`src/rtl/sift_plane_bridge.sv`:
```
// Avalon-MM slave bridge moving PLANE_BITS-wide bit-planes between the host bus
// and the SIFT sector core through a TX FIFO (host->core) and an RX FIFO (core->host).
module sift_plane_bridge #(
    parameter int PLANE_BITS = 9,
    parameter int AVL_WIDTH  = 32,
    parameter int FIFO_AW    = 2
) (
    input  logic                  clk_i,
    input  logic                  reset_i,
    input  logic                  chipselect_i,
    input  logic                  write_i,
    input  logic                  read_i,
    input  logic [1:0]            address_i,
    input  logic [AVL_WIDTH-1:0]  writedata_i,
    output logic [AVL_WIDTH-1:0]  readdata_o,
    output logic [PLANE_BITS-1:0] plane_o,
    output logic                  plane_valid_o,
    input  logic                  plane_ready_i,
    input  logic [PLANE_BITS-1:0] plane_i,
    input  logic                  plane_valid_i,
    output logic                  plane_ready_o
);
    localparam int WORDS = (PLANE_BITS + AVL_WIDTH - 1) / AVL_WIDTH;
    localparam int CW    = (WORDS > 1) ? $clog2(WORDS) : 1;
    localparam int PW    = FIFO_AW + 1;
    localparam int DEPTH = 1 << FIFO_AW;
    localparam int BUSW  = WORDS * AVL_WIDTH;

    typedef logic [PLANE_BITS-1:0] plane_t;

    plane_t               tx_mem_q [DEPTH];
    plane_t               tx_mem_d [DEPTH];
    plane_t               rx_mem_q [DEPTH];
    plane_t               rx_mem_d [DEPTH];
    logic [PW-1:0]        tx_wp_q, tx_wp_d, tx_rp_q, tx_rp_d;
    logic [PW-1:0]        rx_wp_q, rx_wp_d, rx_rp_q, rx_rp_d;
    plane_t               asm_q, asm_d;
    logic [CW-1:0]        wcnt_q, wcnt_d, rcnt_q, rcnt_d;
    logic [15:0]          pcnt_q, pcnt_d;
    logic                 ovf_q, ovf_d, udf_q, udf_d;
    logic [AVL_WIDTH-1:0] rd_q, rd_d;

    logic                 wr_acc, rd_acc, flush;
    logic [PW-1:0]        tx_count, rx_count;
    logic                 tx_empty, tx_full, rx_empty, rx_full;
    logic                 tx_push, tx_pop, rx_push, rx_pop;
    plane_t               asm_next;
    logic [BUSW-1:0]      rx_pad;
    logic [AVL_WIDTH-1:0] rx_word;
    logic [31:0]          status;
    logic                 unused_wdata;

    // Only the low control bits and the plane-covering slots consume writedata.
    assign unused_wdata = ^writedata_i;

    always_comb begin
        wr_acc   = chipselect_i & write_i;
        rd_acc   = chipselect_i & read_i & ~write_i;
        flush    = wr_acc && (address_i == 2'd0) && writedata_i[1];

        tx_count = tx_wp_q - tx_rp_q;
        rx_count = rx_wp_q - rx_rp_q;
        tx_empty = (tx_count == '0);
        tx_full  = (tx_count == PW'(DEPTH));
        rx_empty = (rx_count == '0);
        rx_full  = (rx_count == PW'(DEPTH));

        // Bit b of the plane lives in bus slot b/AVL_WIDTH; bits past the plane are dropped.
        asm_next = asm_q;
        for (int unsigned b = 0; b < PLANE_BITS; b++) begin
            if (wcnt_q == CW'(b / AVL_WIDTH))
                asm_next[b] = writedata_i[b % AVL_WIDTH];
        end

        rx_pad  = BUSW'(rx_mem_q[rx_rp_q[FIFO_AW-1:0]]);
        rx_word = '0;
        for (int unsigned w = 0; w < WORDS; w++) begin
            if (rcnt_q == CW'(w))
                rx_word = rx_pad[w*AVL_WIDTH +: AVL_WIDTH];
        end

        status      = '0;
        status[0]   = tx_empty;
        status[1]   = tx_full;
        status[2]   = rx_empty;
        status[3]   = rx_full;
        status[4]   = ovf_q;
        status[5]   = udf_q;
        status[15:8]  = 8'(tx_count);
        status[23:16] = 8'(rx_count);
        status[27:24] = 4'(wcnt_q);

        asm_d    = asm_q;
        wcnt_d   = wcnt_q;
        rcnt_d   = rcnt_q;
        pcnt_d   = pcnt_q;
        ovf_d    = ovf_q;
        udf_d    = udf_q;
        rd_d     = rd_q;
        tx_mem_d = tx_mem_q;
        rx_mem_d = rx_mem_q;
        tx_wp_d  = tx_wp_q;
        tx_rp_d  = tx_rp_q;
        rx_wp_d  = rx_wp_q;
        rx_rp_d  = rx_rp_q;
        tx_push  = 1'b0;
        rx_pop   = 1'b0;
        tx_pop   = ~tx_empty & plane_ready_i;
        rx_push  = plane_valid_i & ~rx_full;

        if (wr_acc && (address_i == 2'd1)) begin
            asm_d = asm_next;
            if (wcnt_q == CW'(WORDS - 1)) begin
                wcnt_d = '0;
                if (tx_full) ovf_d = 1'b1;
                else         tx_push = 1'b1;
            end else begin
                wcnt_d = wcnt_q + CW'(1);
            end
        end

        if (wr_acc && (address_i == 2'd0) && writedata_i[0]) begin
            ovf_d = 1'b0;
            udf_d = 1'b0;
        end

        if (rd_acc) begin
            case (address_i)
                2'd0: rd_d = AVL_WIDTH'(status);
                2'd1: begin
                    if (rx_empty) begin
                        rd_d  = '0;
                        udf_d = 1'b1;
                    end else begin
                        rd_d = rx_word;
                        if (rcnt_q == CW'(WORDS - 1)) begin
                            rcnt_d = '0;
                            rx_pop = 1'b1;
                        end else begin
                            rcnt_d = rcnt_q + CW'(1);
                        end
                    end
                end
                2'd2: rd_d = AVL_WIDTH'(pcnt_q);
                default: rd_d = '0;
            endcase
        end

        if (tx_push) begin
            tx_mem_d[tx_wp_q[FIFO_AW-1:0]] = asm_next;
            tx_wp_d = tx_wp_q + PW'(1);
            pcnt_d  = pcnt_q + 16'd1;
        end
        if (tx_pop) tx_rp_d = tx_rp_q + PW'(1);
        if (rx_push) begin
            rx_mem_d[rx_wp_q[FIFO_AW-1:0]] = plane_i;
            rx_wp_d = rx_wp_q + PW'(1);
        end
        if (rx_pop) rx_rp_d = rx_rp_q + PW'(1);

        // Flush wins over any core-side traffic landing in the same cycle.
        if (flush) begin
            tx_wp_d = '0;
            tx_rp_d = '0;
            rx_wp_d = '0;
            rx_rp_d = '0;
            wcnt_d  = '0;
            rcnt_d  = '0;
            pcnt_d  = '0;
        end
    end

    always_ff @(posedge clk_i or posedge reset_i) begin
        if (reset_i) begin
            for (int unsigned i = 0; i < DEPTH; i++) begin
                tx_mem_q[i] <= '0;
                rx_mem_q[i] <= '0;
            end
            tx_wp_q <= '0;
            tx_rp_q <= '0;
            rx_wp_q <= '0;
            rx_rp_q <= '0;
            asm_q   <= '0;
            wcnt_q  <= '0;
            rcnt_q  <= '0;
            pcnt_q  <= '0;
            ovf_q   <= 1'b0;
            udf_q   <= 1'b0;
            rd_q    <= '0;
        end else begin
            tx_mem_q <= tx_mem_d;
            rx_mem_q <= rx_mem_d;
            tx_wp_q  <= tx_wp_d;
            tx_rp_q  <= tx_rp_d;
            rx_wp_q  <= rx_wp_d;
            rx_rp_q  <= rx_rp_d;
            asm_q    <= asm_d;
            wcnt_q   <= wcnt_d;
            rcnt_q   <= rcnt_d;
            pcnt_q   <= pcnt_d;
            ovf_q    <= ovf_d;
            udf_q    <= udf_d;
            rd_q     <= rd_d;
        end
    end

    assign readdata_o    = rd_q;
    assign plane_valid_o = ~tx_empty;
    assign plane_o       = tx_empty ? '0 : tx_mem_q[tx_rp_q[FIFO_AW-1:0]];
    assign plane_ready_o = ~rx_full;

endmodule
```
`config.mk`:
```
export PLATFORM = sky130hd
export DESIGN_NAME = sift_plane_bridge
export DESIGN_NICKNAME = d
export VERILOG_FILES = /design/src/rtl/sift_plane_bridge.sv
export SDC_FILE = /design/constraint.sdc
export NUM_CORES = 1
export LEC_CHECK = 0
export CORE_ASPECT_RATIO = 0.9
export CORE_MARGIN = 5
export CORE_UTILIZATION = 49
export CTS_CLUSTER_SIZE = 16
export DETAILED_ROUTE_END_ITERATION = 8
export PLACE_DENSITY = 0.8
export SLEW_MARGIN = 20
export SYNTH_ARGS = -nofsm -noshare
export SYNTH_HDL_FRONTEND = slang
export SYNTH_SLANG_ARGS = --single-unit
```
`constraint.sdc`:
```
create_clock -name clk_i -period 3.7 [get_ports clk_i]
set_input_delay 0.74 -clock clk_i [delete_from_list [all_inputs] [get_ports clk_i]]
set_output_delay 0.74 -clock clk_i [all_outputs]
set_load 0.02 [all_outputs]
```
==> impl_metrics.xml <==
<?xml version="1.0" encoding="UTF-8"?>
<metrics>
  <group name="route">
    <metric name="drt_wl_total" unit="mm">13.3</metric>
    <metric name="remaining_drc_errors" unit="">0</metric>
    <metric name="drt_pre_antenna_iters" unit="">4</metric>
    <metric name="wl_per_cell" unit="µm">18.5</metric>
    <metric name="via_per_inst" unit="">5.67</metric>
    <metric name="ant_nets" unit="">0</metric>
    <metric name="via_count" unit="">4083</metric>
    <metric name="first_iter_violations" unit="">258</metric>
  </group>
  <group name="floorplan">
    <metric name="initial_utilization" unit="">0.498</metric>
    <metric name="row_count" unit="">38</metric>
    <metric name="ioPinCount" unit="">93</metric>
    <metric name="dieWidth" unit="µm">126</metric>
    <metric name="die_h" unit="µm">115</metric>
    <metric name="floorplan.die_area" unit="µm²">14500</metric>
    <metric name="core_box_area" unit="µm²">12000</metric>
  </group>
  <group name="yosys">
    <metric name="synthArstFlopShare" unit="">1.00</metric>
    <metric name="yosys_register_bits" unit="">121</metric>
    <metric name="yosysTopAreaCellShare" unit="">0.508</metric>
    <metric name="synthesis.area" unit="µm²">5960</metric>
    <metric name="post_synth_main_area_contributors" unit="">dfrtp_1 (51%), mux2_2 (14%), mux4_2 (6.8%)</metric>
    <metric name="number_of_enable_flip_flop_cells_after_synthesis" unit="">0</metric>
    <metric name="post_synth_inst_count" unit="">484</metric>
    <metric name="syn_avg_cell_area" unit="µm²">12.3</metric>
    <metric name="synth_ff_type" unit="">dfrtp_1</metric>
    <metric name="synth.distinct_cells" unit="">52</metric>
    <metric name="leading_area_contributor_after_synthesis" unit="">dfrtp_1</metric>
    <metric name="synth_warnings" unit="">0</metric>
    <metric name="ys_seq_area_frac" unit="">0.508</metric>
  </group>
  <group name="power">
    <metric name="irDropWorstVdd" unit="V">0.000687</metric>
    <metric name="power.density" unit="nW/µm²">886</metric>
    <metric name="fin_total_pwr" unit="mW">6.48</metric>
    <metric name="cellLeakagePower" unit="nW">3.25</metric>
  </group>
  <group name="global_routing">
    <metric name="grt_max_degree" unit="">60</metric>
    <metric name="antenna_found_initial" unit="">0</metric>
    <metric name="first_pass_grt_wire_length" unit="mm">22.3</metric>
    <metric name="grt_util_all_layers" unit="">0.195</metric>
    <metric name="vias_in_the_first_global_route" unit="">4415</metric>
    <metric name="grt.overflow.total" unit="">0</metric>
  </group>
  <group name="sta">
    <metric name="grt_setup_unrepaired" unit="">false</metric>
    <metric name="slew_headroom" unit="">0.382</metric>
    <metric name="finalHoldViolations" unit="">0</metric>
    <metric name="clock-skew-final" unit="ps">7.78</metric>
    <metric name="finalWorstPathRequiredPeriod" unit="ps">3570</metric>
    <metric name="min_period_over_period" unit="">0.965</metric>
    <metric name="max_slew.worst_pin.slew" unit="ps">925</metric>
    <metric name="slew_violations" unit="">0</metric>
    <metric name="fmax" unit="MHz">280</metric>
    <metric name="fin_setup_tns" unit="ps">0</metric>
    <metric name="setup-violations-final" unit="">0</metric>
  </group>
  <group name="critical_path">
    <metric name="crit_arrival" unit="ps">2830</metric>
    <metric name="ff2ff_setup_slack" unit="ps">720</metric>
    <metric name="critical_path_peak_fanout" unit="">11</metric>
    <metric name="cp-start-kind" unit="">flip-flop</metric>
    <metric name="worstPathRequired" unit="ps">2960</metric>
    <metric name="path_class" unit="">flip-flop to primary output</metric>
    <metric name="setup.worst_path.end_class" unit="">primary output</metric>
  </group>
  <group name="cts">
    <metric name="inserted_clock_buffers" unit="">17</metric>
    <metric name="clock_sinks" unit="">121</metric>
    <metric name="clk_transition_reported_paths" unit="ps">60</metric>
    <metric name="clock_latency" unit="ps">420</metric>
    <metric name="postCtsSetupBuffers" unit="">0</metric>
    <metric name="max-clock-path-buffers" unit="">2</metric>
    <metric name="cts-root-buf" unit="">clkbuf_16</metric>
    <metric name="cts_hold_repair.buffers" unit="">0</metric>
    <metric name="htree_levels" unit="">4</metric>
    <metric name="cts_tree" unit="">done</metric>
  </group>
  <group name="finish">
    <metric name="antenna_cells" unit="">0</metric>
    <metric name="area.growth.synth_to_final" unit="%">22.6</metric>
    <metric name="nNetsFinal" unit="">612</metric>
    <metric name="finish.utilization" unit="">0.610</metric>
    <metric name="layout-drive-gt1-share" unit="">0.261</metric>
  </group>
  <group name="hold_path">
    <metric name="hold_path_class" unit="">flip-flop to flip-flop</metric>
  </group>
  <group name="outcome">
    <metric name="outcome" unit="">finished clean</metric>
  </group>
  <group name="flow_run">
    <metric name="timing.max_cap.violations" unit="">0</metric>
  </group>
  <group name="place">
    <metric name="port-buffer-count" unit="">56</metric>
    <metric name="final_gp_congestion" unit="">0.873</metric>
    <metric name="dp_hpwl" unit="mm">8.94</metric>
  </group>
</metrics>
cell usage after synthesis (all sizes together), types with 8 or more instances:
cell type / instances
dfrtp: 121
or3: 8
mux2: 72
buf: 26
o31ai: 8
o21ai: 15
and2: 13
nand2: 52
inv: 12
nand3: 21
ha: 13
a21oi: 18
clkbuf: 12
nor2: 12
mux4: 18
critical path: stages (launching register included):
cell and delay (ps):
dfrtp_1 420, inv_1 130, ha_1 150, inv_1 50, fa_1 420, xor3_2 330
nand2_4 170, and2_1 140, clkdlybuf4s50_1 600
cells in the final DEF, fill, tap and decap left out, drive strengths merged, types with 5 or more instances in the layout:
cell type / instances
or3: 8
and2: 13
nand3: 21
mux2i: 6
o21ai: 15
nor2: 12
conb: 13
clkbuf: 17
ha: 13
o31ai: 8
dfrtp: 121
mux4: 18
nand2: 52
inv: 16
buf: 14
a21oi: 18
mux2: 72
o211ai: 5
clkinvlp: 5
clkdlybuf4s50: 52
area by class of cell:
| type | count | area [µm²] |
|---|---|---|
| clock buffer | 17 | 425 |
| clock inverter | 15 | 190 |
| fill | 890 | 4670 |
| inverter | 12 | 48.8 |
| multi-input combinational | 325 | 2730 |
| sequential | 121 | 3030 |
| tap | 160 | 200 |
| timing repair buffer | 70 | 688 |
sequential cells by signal, indices dropped and copies added, names as in the netlist:
| signal | cells |
|---|---|
| ovf_q | 1 |
| tx_rp_q | 3 |
| udf_q | 1 |
| tx_wp_q | 3 |
| tx_mem_q | 36 |
| rx_mem_q | 36 |
| rx_wp_q | 3 |
| rx_rp_q | 3 |
| readdata_o | 19 |
| pcnt_q | 16 |
through the flow:
| step | worst slack, ps | instances | hold slack, ps | area [µm²] |
|---|---|---|---|---|
| 2_1_floorplan | 584 | 496 | 447 | 6010 |
| 3_3_place_gp | 289 | 688 | 457 | 6670 |
| 3_5_place_dp | 216 | 688 | 457 | 6670 |
| 4_1_cts | 36.1 | 720 | 470 | 7290 |
| 5_1_grt | 3.53 | 720 | 492 | 7310 |
| 6_report | 130 | 720 | 466 | 7310 |
repair_timing:
| item | in CTS | in global routing |
|---|---|---|
| gates resized for setup | 2 | 7 |
| endpoints found under the setup margin | 10 | 9 |
| gates cloned | 0 | 0 |
| pin swaps | 0 | 0 |
layer usage:
layer	up-vias	part of all wire	routed length, µm	global-route usage
met5	-	0	0	0
met4	0	0.015	195	0.0643
met3	13	0.045	605	0.0508
met2	115	0.51	6790	0.330
met1	2104	0.43	5710	0.247
li1	1851	-	-	-
kinds of logic after synthesis:
logic type / after synthesis / synth area share
and+or+nand+nor: 128 / 0.107
DFF: 121 / 0.508
muxes: 96 / 0.214
AOI/OAI and AO/OA: 65 / 0.0735
buffers and inverters: 50 / 0.0443
adders and majority gates: 15 / 0.0340
xor gates and xnor gates: 8 / 0.0189
other: 1 / 0.000629
worst paths after layout:
check,startpoint,end,depth (start not counted)
worst max-delay path,tx_wp_q[0],plane_o[0],8
worst min-delay path,readdata_o[17],readdata_o[17],2
worst max register to register,rx_rp_q[1],rx_mem_q[28],7
worst min register to register,readdata_o[17],readdata_o[17],2
max in group asynchronous,reset_i,tx_rp_q[0],3
min in group asynchronous,reset_i,tx_mem_q[21],2
power by group:
group | switching, mW | internal, mW | leakage (nW)
clock network | 0.649 | 1.07 | 0.287
logic | 1.26 | 1.34 | 1.42
registers | 0.329 | 1.83 | 1.55
total | 2.23 | 4.24 | 3.25
(Power assumes the default switching activity.)
